`src/rtl/vanilla_interrupt_ctrl_if.sv`:
```
// Signal bundle between the CSR file / pipeline and the interrupt-entry sequencer.
// The master side drives pending/enable/pipeline status; the slave (controller) drives entry outputs.
interface vanilla_interrupt_ctrl_if #(
    parameter int pc_width_p    = 22,
    parameter int count_width_p = 16
);
    logic                     mstatus_mie_i;
    logic [1:0]               mip_i;
    logic [1:0]               mie_i;
    logic                     safe_point_i;
    logic                     mret_i;
    logic                     interrupt_entered_o;
    logic [pc_width_p-1:0]    interrupt_pc_o;
    logic [1:0]               interrupt_cause_o;
    logic                     in_handler_o;
    logic [count_width_p-1:0] interrupt_count_o;

    modport master (
        output mstatus_mie_i, mip_i, mie_i, safe_point_i, mret_i,
        input  interrupt_entered_o, interrupt_pc_o, interrupt_cause_o,
               in_handler_o, interrupt_count_o
    );

    modport slave (
        input  mstatus_mie_i, mip_i, mie_i, safe_point_i, mret_i,
        output interrupt_entered_o, interrupt_pc_o, interrupt_cause_o,
               in_handler_o, interrupt_count_o
    );
endinterface

```
`src/rtl/vanilla_interrupt_ctrl.sv`:
```
// Interrupt-entry sequencer: prioritises remote over trace, waits for a pipeline safe point,
// pulses entry with the handler PC, and tracks handler occupancy until mret.
module vanilla_interrupt_ctrl #(
    parameter int                    pc_width_p      = 22,
    parameter logic [pc_width_p-1:0] remote_vector_p = 'h1,
    parameter logic [pc_width_p-1:0] trace_vector_p  = 'h2,
    parameter int                    count_width_p   = 16
) (
    input logic                     clk_i,
    input logic                     reset_i,
    vanilla_interrupt_ctrl_if.slave ctrl
);

    typedef enum logic [1:0] {
        IDLE,
        ARM,
        ENTER,
        HANDLER
    } state_e;

    state_e                   state_q;
    logic [1:0]               cause_q;
    logic                     entered_q;
    logic [pc_width_p-1:0]    pc_q;
    logic                     in_handler_q;
    logic [count_width_p-1:0] count_q;

    logic [1:0] pend;
    logic       take;
    logic [1:0] prio_cause;

    assign pend       = ctrl.mip_i & ctrl.mie_i;
    assign take       = ctrl.mstatus_mie_i & (|pend);
    // Remote (bit 0) always wins; only meaningful when take is true.
    assign prio_cause = pend[0] ? 2'b01 : (pend[1] ? 2'b10 : 2'b00);

    // NOTE: all state here uses non-blocking assignments so every register samples
    // the pre-edge values, independent of statement order inside the block.
    always_ff @(posedge clk_i or posedge reset_i) begin
        if (reset_i) begin
            state_q      <= IDLE;
            cause_q      <= 2'b00;
            entered_q    <= 1'b0;
            pc_q         <= '0;
            in_handler_q <= 1'b0;
            count_q      <= '0;
        end else begin
            case (state_q)
                IDLE: begin
                    if (take) begin
                        cause_q <= prio_cause;
                        state_q <= ARM;
                    end
                end

                ARM: begin
                    if (!take) begin
                        cause_q <= 2'b00;
                        state_q <= IDLE;
                    end else begin
                        // Re-latching lets a late remote preempt a trace still waiting here.
                        cause_q <= prio_cause;
                        if (ctrl.safe_point_i) begin
                            entered_q <= 1'b1;
                            pc_q      <= prio_cause[0] ? remote_vector_p : trace_vector_p;
                            state_q   <= ENTER;
                        end
                    end
                end

                ENTER: begin
                    entered_q    <= 1'b0;
                    pc_q         <= '0;
                    in_handler_q <= 1'b1;
                    state_q      <= HANDLER;
                    if (!(&count_q)) begin
                        count_q <= count_q + 1'b1;
                    end
                end

                HANDLER: begin
                    // Pending/enable inputs are deliberately ignored: no nesting.
                    if (ctrl.mret_i) begin
                        in_handler_q <= 1'b0;
                        cause_q      <= 2'b00;
                        state_q      <= IDLE;
                    end
                end

                default: begin
                    state_q <= IDLE;
                end
            endcase
        end
    end

    assign ctrl.interrupt_entered_o = entered_q;
    assign ctrl.interrupt_pc_o      = pc_q;
    assign ctrl.interrupt_cause_o   = cause_q;
    assign ctrl.in_handler_o        = in_handler_q;
    assign ctrl.interrupt_count_o   = count_q;

endmodule

```
`src/flat_wrapper.sv`:
```
// flat-port wrapper written by rule: the top's interface ports become plain ports
module vanilla_interrupt_ctrl_flat 
#(
    parameter int                    pc_width_p      = 22,
    parameter logic [pc_width_p-1:0] remote_vector_p = 'h1,
    parameter logic [pc_width_p-1:0] trace_vector_p  = 'h2,
    parameter int                    count_width_p   = 16
)
  (clk_i, reset_i, ctrl_mstatus_mie_i, ctrl_mip_i, ctrl_mie_i, ctrl_safe_point_i, ctrl_mret_i, ctrl_interrupt_entered_o, ctrl_interrupt_pc_o, ctrl_interrupt_cause_o, ctrl_in_handler_o, ctrl_interrupt_count_o);
  vanilla_interrupt_ctrl_if #(.pc_width_p(pc_width_p), .count_width_p(count_width_p)) ctrl_i ();
  input logic clk_i;
  input logic reset_i;
  input wire logic [$bits(ctrl_i.mstatus_mie_i)-1:0] ctrl_mstatus_mie_i;
  input wire logic [$bits(ctrl_i.mip_i)-1:0] ctrl_mip_i;
  input wire logic [$bits(ctrl_i.mie_i)-1:0] ctrl_mie_i;
  input wire logic [$bits(ctrl_i.safe_point_i)-1:0] ctrl_safe_point_i;
  input wire logic [$bits(ctrl_i.mret_i)-1:0] ctrl_mret_i;
  output wire logic [$bits(ctrl_i.interrupt_entered_o)-1:0] ctrl_interrupt_entered_o;
  output wire logic [$bits(ctrl_i.interrupt_pc_o)-1:0] ctrl_interrupt_pc_o;
  output wire logic [$bits(ctrl_i.interrupt_cause_o)-1:0] ctrl_interrupt_cause_o;
  output wire logic [$bits(ctrl_i.in_handler_o)-1:0] ctrl_in_handler_o;
  output wire logic [$bits(ctrl_i.interrupt_count_o)-1:0] ctrl_interrupt_count_o;
  assign ctrl_i.mstatus_mie_i = ctrl_mstatus_mie_i;
  assign ctrl_i.mip_i = ctrl_mip_i;
  assign ctrl_i.mie_i = ctrl_mie_i;
  assign ctrl_i.safe_point_i = ctrl_safe_point_i;
  assign ctrl_i.mret_i = ctrl_mret_i;
  assign ctrl_interrupt_entered_o = ctrl_i.interrupt_entered_o;
  assign ctrl_interrupt_pc_o = ctrl_i.interrupt_pc_o;
  assign ctrl_interrupt_cause_o = ctrl_i.interrupt_cause_o;
  assign ctrl_in_handler_o = ctrl_i.in_handler_o;
  assign ctrl_interrupt_count_o = ctrl_i.interrupt_count_o;
  vanilla_interrupt_ctrl #(.pc_width_p(pc_width_p), .remote_vector_p(remote_vector_p), .trace_vector_p(trace_vector_p), .count_width_p(count_width_p)) u_core (.clk_i(clk_i), .reset_i(reset_i), .ctrl(ctrl_i));
endmodule
```
`config.mk`:
```
export PLATFORM = sky130hd
export DESIGN_NAME = vanilla_interrupt_ctrl_flat
export DESIGN_NICKNAME = d
export VERILOG_FILES = /design/src/rtl/vanilla_interrupt_ctrl_if.sv /design/src/rtl/vanilla_interrupt_ctrl.sv /design/src/flat_wrapper.sv
export SDC_FILE = /design/constraint.sdc
export NUM_CORES = 1
export LEC_CHECK = 0
export ABC_AREA = 1
export CORE_ASPECT_RATIO = 1.1
export CORE_MARGIN = 10
export CORE_UTILIZATION = 35
export DETAILED_ROUTE_END_ITERATION = 12
export HOLD_SLACK_MARGIN = 0.1
export PLACE_DENSITY = 0.6
export SETUP_SLACK_MARGIN = 0.3
export SKIP_LAST_GASP = 1
export SYNTH_ARGS = -nofsm -noshare
export SYNTH_HDL_FRONTEND = slang
export SYNTH_SLANG_ARGS = --single-unit
```
`constraint.sdc`:
```
create_clock -name clk_i -period 1.6 [get_ports clk_i]
set_input_delay 0.32 -clock clk_i [delete_from_list [all_inputs] [get_ports clk_i]]
set_output_delay 0.32 -clock clk_i [all_outputs]
set_load 0.005 [all_outputs]
```
After elaboration in Yosys (flattened, before gate mapping)
Cells that the tools add are included.
Widths: inputs -> output; s select.
- bits in registers: 44
- word-level logic and storage cells: 48
- mux-type cells: 19
- bitwise operators: 3
- eq/ne operators: 8
- add/sub/neg operators: 1
- reductions and logical operators: 11
- operators with widths (cell ; count):
    $mux 22 ; 2
    $pmux 22 s2 ; 1
    $mux 2 ; 9
    $add 16x1->16 const B ; 1
    $reduce_and 16->1 ; 1
    $reduce_and 3->1 ; 3
    $pmux 2 s4 ; 1
    $pmux 2 s3 ; 1
    $eq 2x2->1 const B ; 2
    $ne 2x1->1 const B ; 2
    $ne 2x2->1 const B ; 2
    $pmux 1 s2 ; 2
    $reduce_and 2->1 ; 2
    $reduce_bool 2->1 ; 2
    $mux 1 ; 3
    $ne 3x3->1 const B ; 1
    $reduce_bool 3->1 ; 1
    $and 2x2->2 ; 1
    $eq 2x1->1 const B ; 1
    $logic_not 2->1 ; 1
    $reduce_or 2->1 ; 1
    $and 1x1->1 ; 1
    $not 1->1 ; 1

Depth between registers and ports, before layout
- depth in word-level cells: 7
- depth in mapped cells: 9

Worst setup path after synthesis
OpenSTA, ideal clock, no wires.
- kind: register to register
- start: reg u_core.count_q[0], in the netlist u_core.ctrl.interrupt_count_o[0]
- end: reg u_core.count_q[12], in the netlist u_core.ctrl.interrupt_count_o[12]
- required time: 1.483 ns
- stages on the path, launching flop included: 10
- buffers on the path: 1
- slack: 0.162 ns
- data arrival time: 1.320 ns
- cell sequence: dfrtp_1 > ha_1 > nand3_2 > inv_2 > nand2_4 > nor2_1 > nor2_2 > buf_6 > nand3_1 > nand2_1
- cells in the longest elaborated chain, start to end: 3
- elaborated cells on any way between the ends: 4
- classes of those cells: add/sub: 1; bitwise: 1; reduce/logical: 2
- RTL lines (what ; RTL line ; source):
    start: declaration ; vanilla_interrupt_ctrl.sv:26 ; logic [count_width_p-1:0] count_q;
    start signal: assignment ; vanilla_interrupt_ctrl.sv:77 ; count_q <= count_q + 1'b1;
    branches (longest 3 deep; another with $add 16x1->16) ; - ;
Several ways; the timed one is not identified.
A chain may end at the register's enable or synchronous reset.

Worst setup path in the final report
- start: reg u_core.count_q[0], in the netlist u_core.ctrl.interrupt_count_o[0]
- end: reg u_core.count_q[4], in the netlist u_core.ctrl.interrupt_count_o[4]
Same word-level chain as after synthesis.

==> results.md <==
* Core area at 4050 µm²
* TritonRoute pass-1 iters at 4
* Non-filler cells, final at ~330
* Dpl cell area at ~1900 µm²
* Max-slew violation count at 0
* Final Cell Area at 2390 µm²
* Post-synthesis sequential area ratio at 39.9%
* First-pass GRT wire length at 6.88 mm
* Worst r2r path cells at 10
* DR vias/cell at 4.64
* Initial Utilization at a little under two fifths
* Area grow syn2layout at 59.1%
* Final Hold Viols at 0
* Num CTS Buffers at 3
* Crit-path cells: buf_6 > ha_4 > nand3_4 > inv_4 > nand2_4 > nor2_4 > nor2_4 > clkbuf_16 > nand2_4 > nand2_2
* Logic gate share of total power at a little under half
* Worst min path class: input port to flip-flop
* Ant. Diodes at 0
* Clock power share at 18.1%
* Worst slack at placement at -20.6 ps
* Yosys reg bits at 24
* Final ANT Viol Nets at 0
* I/O pin count at about 50
* Dpl hpwl at around 3 mm
* Internal at ~0.0015 W
* WHS at roughly 370 ps
* Root Buffer: clkbuf_8
* CTS tree: done
* Post-Route WL at 4.45 mm
* Arr. time, crit path at around 1700 ps
* Grt ovf at 0
* Yosys cell types at 22
* Clock tree sinks at 24
* Period Utilization, post-route at 90.6%
* Crit-path slowest cell: dfrtp_1
* Rows at 24
* Largest net degree at the start of global routing at 25
* Flop pwr share at 35.9%
* Mapped Area at 1510 µm²
* Die height at 88.8 µm
* WP depth at 10
* Clk_skew at about 3.8 ps
* Final min period at around 1400 ps
* Most common cell after layout, fill and taps aside: nand2_1
* Vias in the first global route at roughly 1500
* HP Start: ctrl_mip_i[0]
* Buf+Inv Stages, Crit Path at 3
* CP delay by family, top: simple AND/OR/NAND/NOR gates
* Worst setup margin at ~150 ps
* Fraction of power spent switching nets at 35.1%
* Largest stage delay, worst path at around 400 ps
* Critical Path Source Type: flip-flop
* H-tree levels at 1
* Pwr per Cell Area at about 980 nW/µm²
* Status: completed
* Setup Viol. Count Final at 0
* Synth warn at 0
* # DRC at 0
* Average routed wire per standard cell at roughly 13 µm
* Leakage Power at roughly 1.3 nW
* RSZ-0062 raised after global routing: yes
* PortBufs at 30
* Total track usage at a little under an eighth
* Worst path required time at roughly 1800 ps
* Layout cells sized above 1 at roughly 37%
* CP startpoint: u_core.ctrl.interrupt_count_o[0]
* FF-to-FF Start: u_core.ctrl.interrupt_count_o[0]
* Max_cap viols at 0
* Mapped Cells at about 200
* Crit. End Element: flip-flop
* Initial antenna violation count at 0
* Filler cells at roughly 370
* Initial DRC Count at 64
* Psw at a little over 0.0008 W
* Post-CTS Hold Buffers at 0
* Worst skew pair latency at between 200 and 300 ps
* Crit path kind: flip-flop to flip-flop
* Clk slew on worst S/H paths at 90 ps
* CTS max path bufs at 2
* Critical path peak fanout at 7
* Fmax at 690 MHz
* Max VDD drop at ~500 µV
* Hold-critical path depth at 3
* Dpl cells at ~300
* Vias post-DR at approximately 1500
* Final Wtd Congestion at approximately 0.8
* Nets at about 290
* Most frequent cells in the layout: 50 x nand2_1, 33 x buf_4, 22 x dfrtp_1
* Syn Area/Cell at roughly 7.4 µm²
* Die Footprint at between 7000 and 8000 µm²
* Die Width at about 83 µm
-- through the flow --
stage | utilization, % | TNS, ps | total power, W
global route | 59.1 | 0 | 0.00251
global placement | 46.7 | -24.5 | 0.00165
detailed placement | 46.7 | -51.3 | 0.00166
finish | 59.1 | 0 | 0.00234
CTS | 53.7 | 0 | 0.00220
floorplan | - | 0 | 0.00127
-- repair_timing --
item                                    4_1_cts  5_1_grt
gates cloned                                  0        1
endpoints found under the setup margin       39       25
buffers inserted                             25        7
pin swaps                                     4       17
hold endpoints to repair                      0        0
resized for setup                            62       47
-- cell type report --
class / instances / area (µm²) / area share, %
timing repair buffer: 77 / 697 / 29.1
sequential: 24 / 603 / 25.2
inverter: 13 / 51.3 / 2.14
tap: 52 / 65.1 / 2.72
multi-input combinational: 163 / 923 / 38.6
clock buffer: 4 / 55.1 / 2.30
-- path summary, 6_finish.rpt --
check,slack [ps],to
worst max-delay path,150,u_core.ctrl.interrupt_count_o[4]
worst max register to register,150,u_core.ctrl.interrupt_count_o[4]
min in group asynchronous,390,u_core.ctrl.interrupt_count_o[7]
worst min register to register,480,u_core.ctrl.interrupt_entered_o
max in group asynchronous,940,u_core.ctrl.interrupt_count_o[5]
worst min-delay path,370,u_core.ctrl.interrupt_cause_o[0]
-- registers in the layout, indices dropped and copies added, names as in the netlist, named ones only --
signal,cells
u_core.state_q,1
u_core.ctrl.interrupt_cause_o,2
u_core.ctrl.interrupt_pc_o,2
u_core.ctrl.interrupt_entered_o,1
u_core.ctrl.in_handler_o,1
u_core.ctrl.interrupt_count_o,16
-- cell usage after synthesis (all sizes together) --
cell type	number	area share [%]
inv	13	3.2
ha	1	0.83
dfrtp	24	40
nand3b	1	0.50
buf	22	11
nor2	25	7.4
xnor2	7	4.1
conb	1	0.25
a31oi	2	0.83
nand3	10	3.7
nand4	6	2.5
nand2	74	19
o21ai	11	4.4
a21oi	6	2.0
-- tightest hold or removal path, cell delays in order --
cell and delay (ps):
dlymetal6s2s_1 150, nand3_1 90, a21oi_1 50
-- power groups by stage --
stage	combinational (W)	clock, W	sequential, W
finish	0.00108	0.000423	0.000841
global route	0.00120	0.000458	0.000860
CTS	0.000923	0.000434	0.000839
detailed placement	0.000803	0	0.000858
global placement	0.000795	0	0.000859
floorplan	0.000396	0	0.000876
-- layer usage --
layer	up-vias	GRT usage (%)	wire (µm)
li1	765	-	-
met1	739	12.8	1730
met2	36	22.0	2380
met3	6	3.04	284
met4	0	2.28	53
met5	-	0	0
-- cell families (layout without fill, tap and decap cells) --
kind of cell | count (synthesis) | after routing | share of synthesized area (%)
simple gates | 116 | 116 | 33.0
other cells | 1 | 20 | 0.249
fa+ha+maj | 1 | 1 | 0.831
compound gates | 19 | 19 | 7.23
xor+xnor | 7 | 7 | 4.07
flops | 24 | 24 | 39.9
buf+inv | 35 | 94 | 14.7
Note: power is estimated with default switching activity, not from simulation.
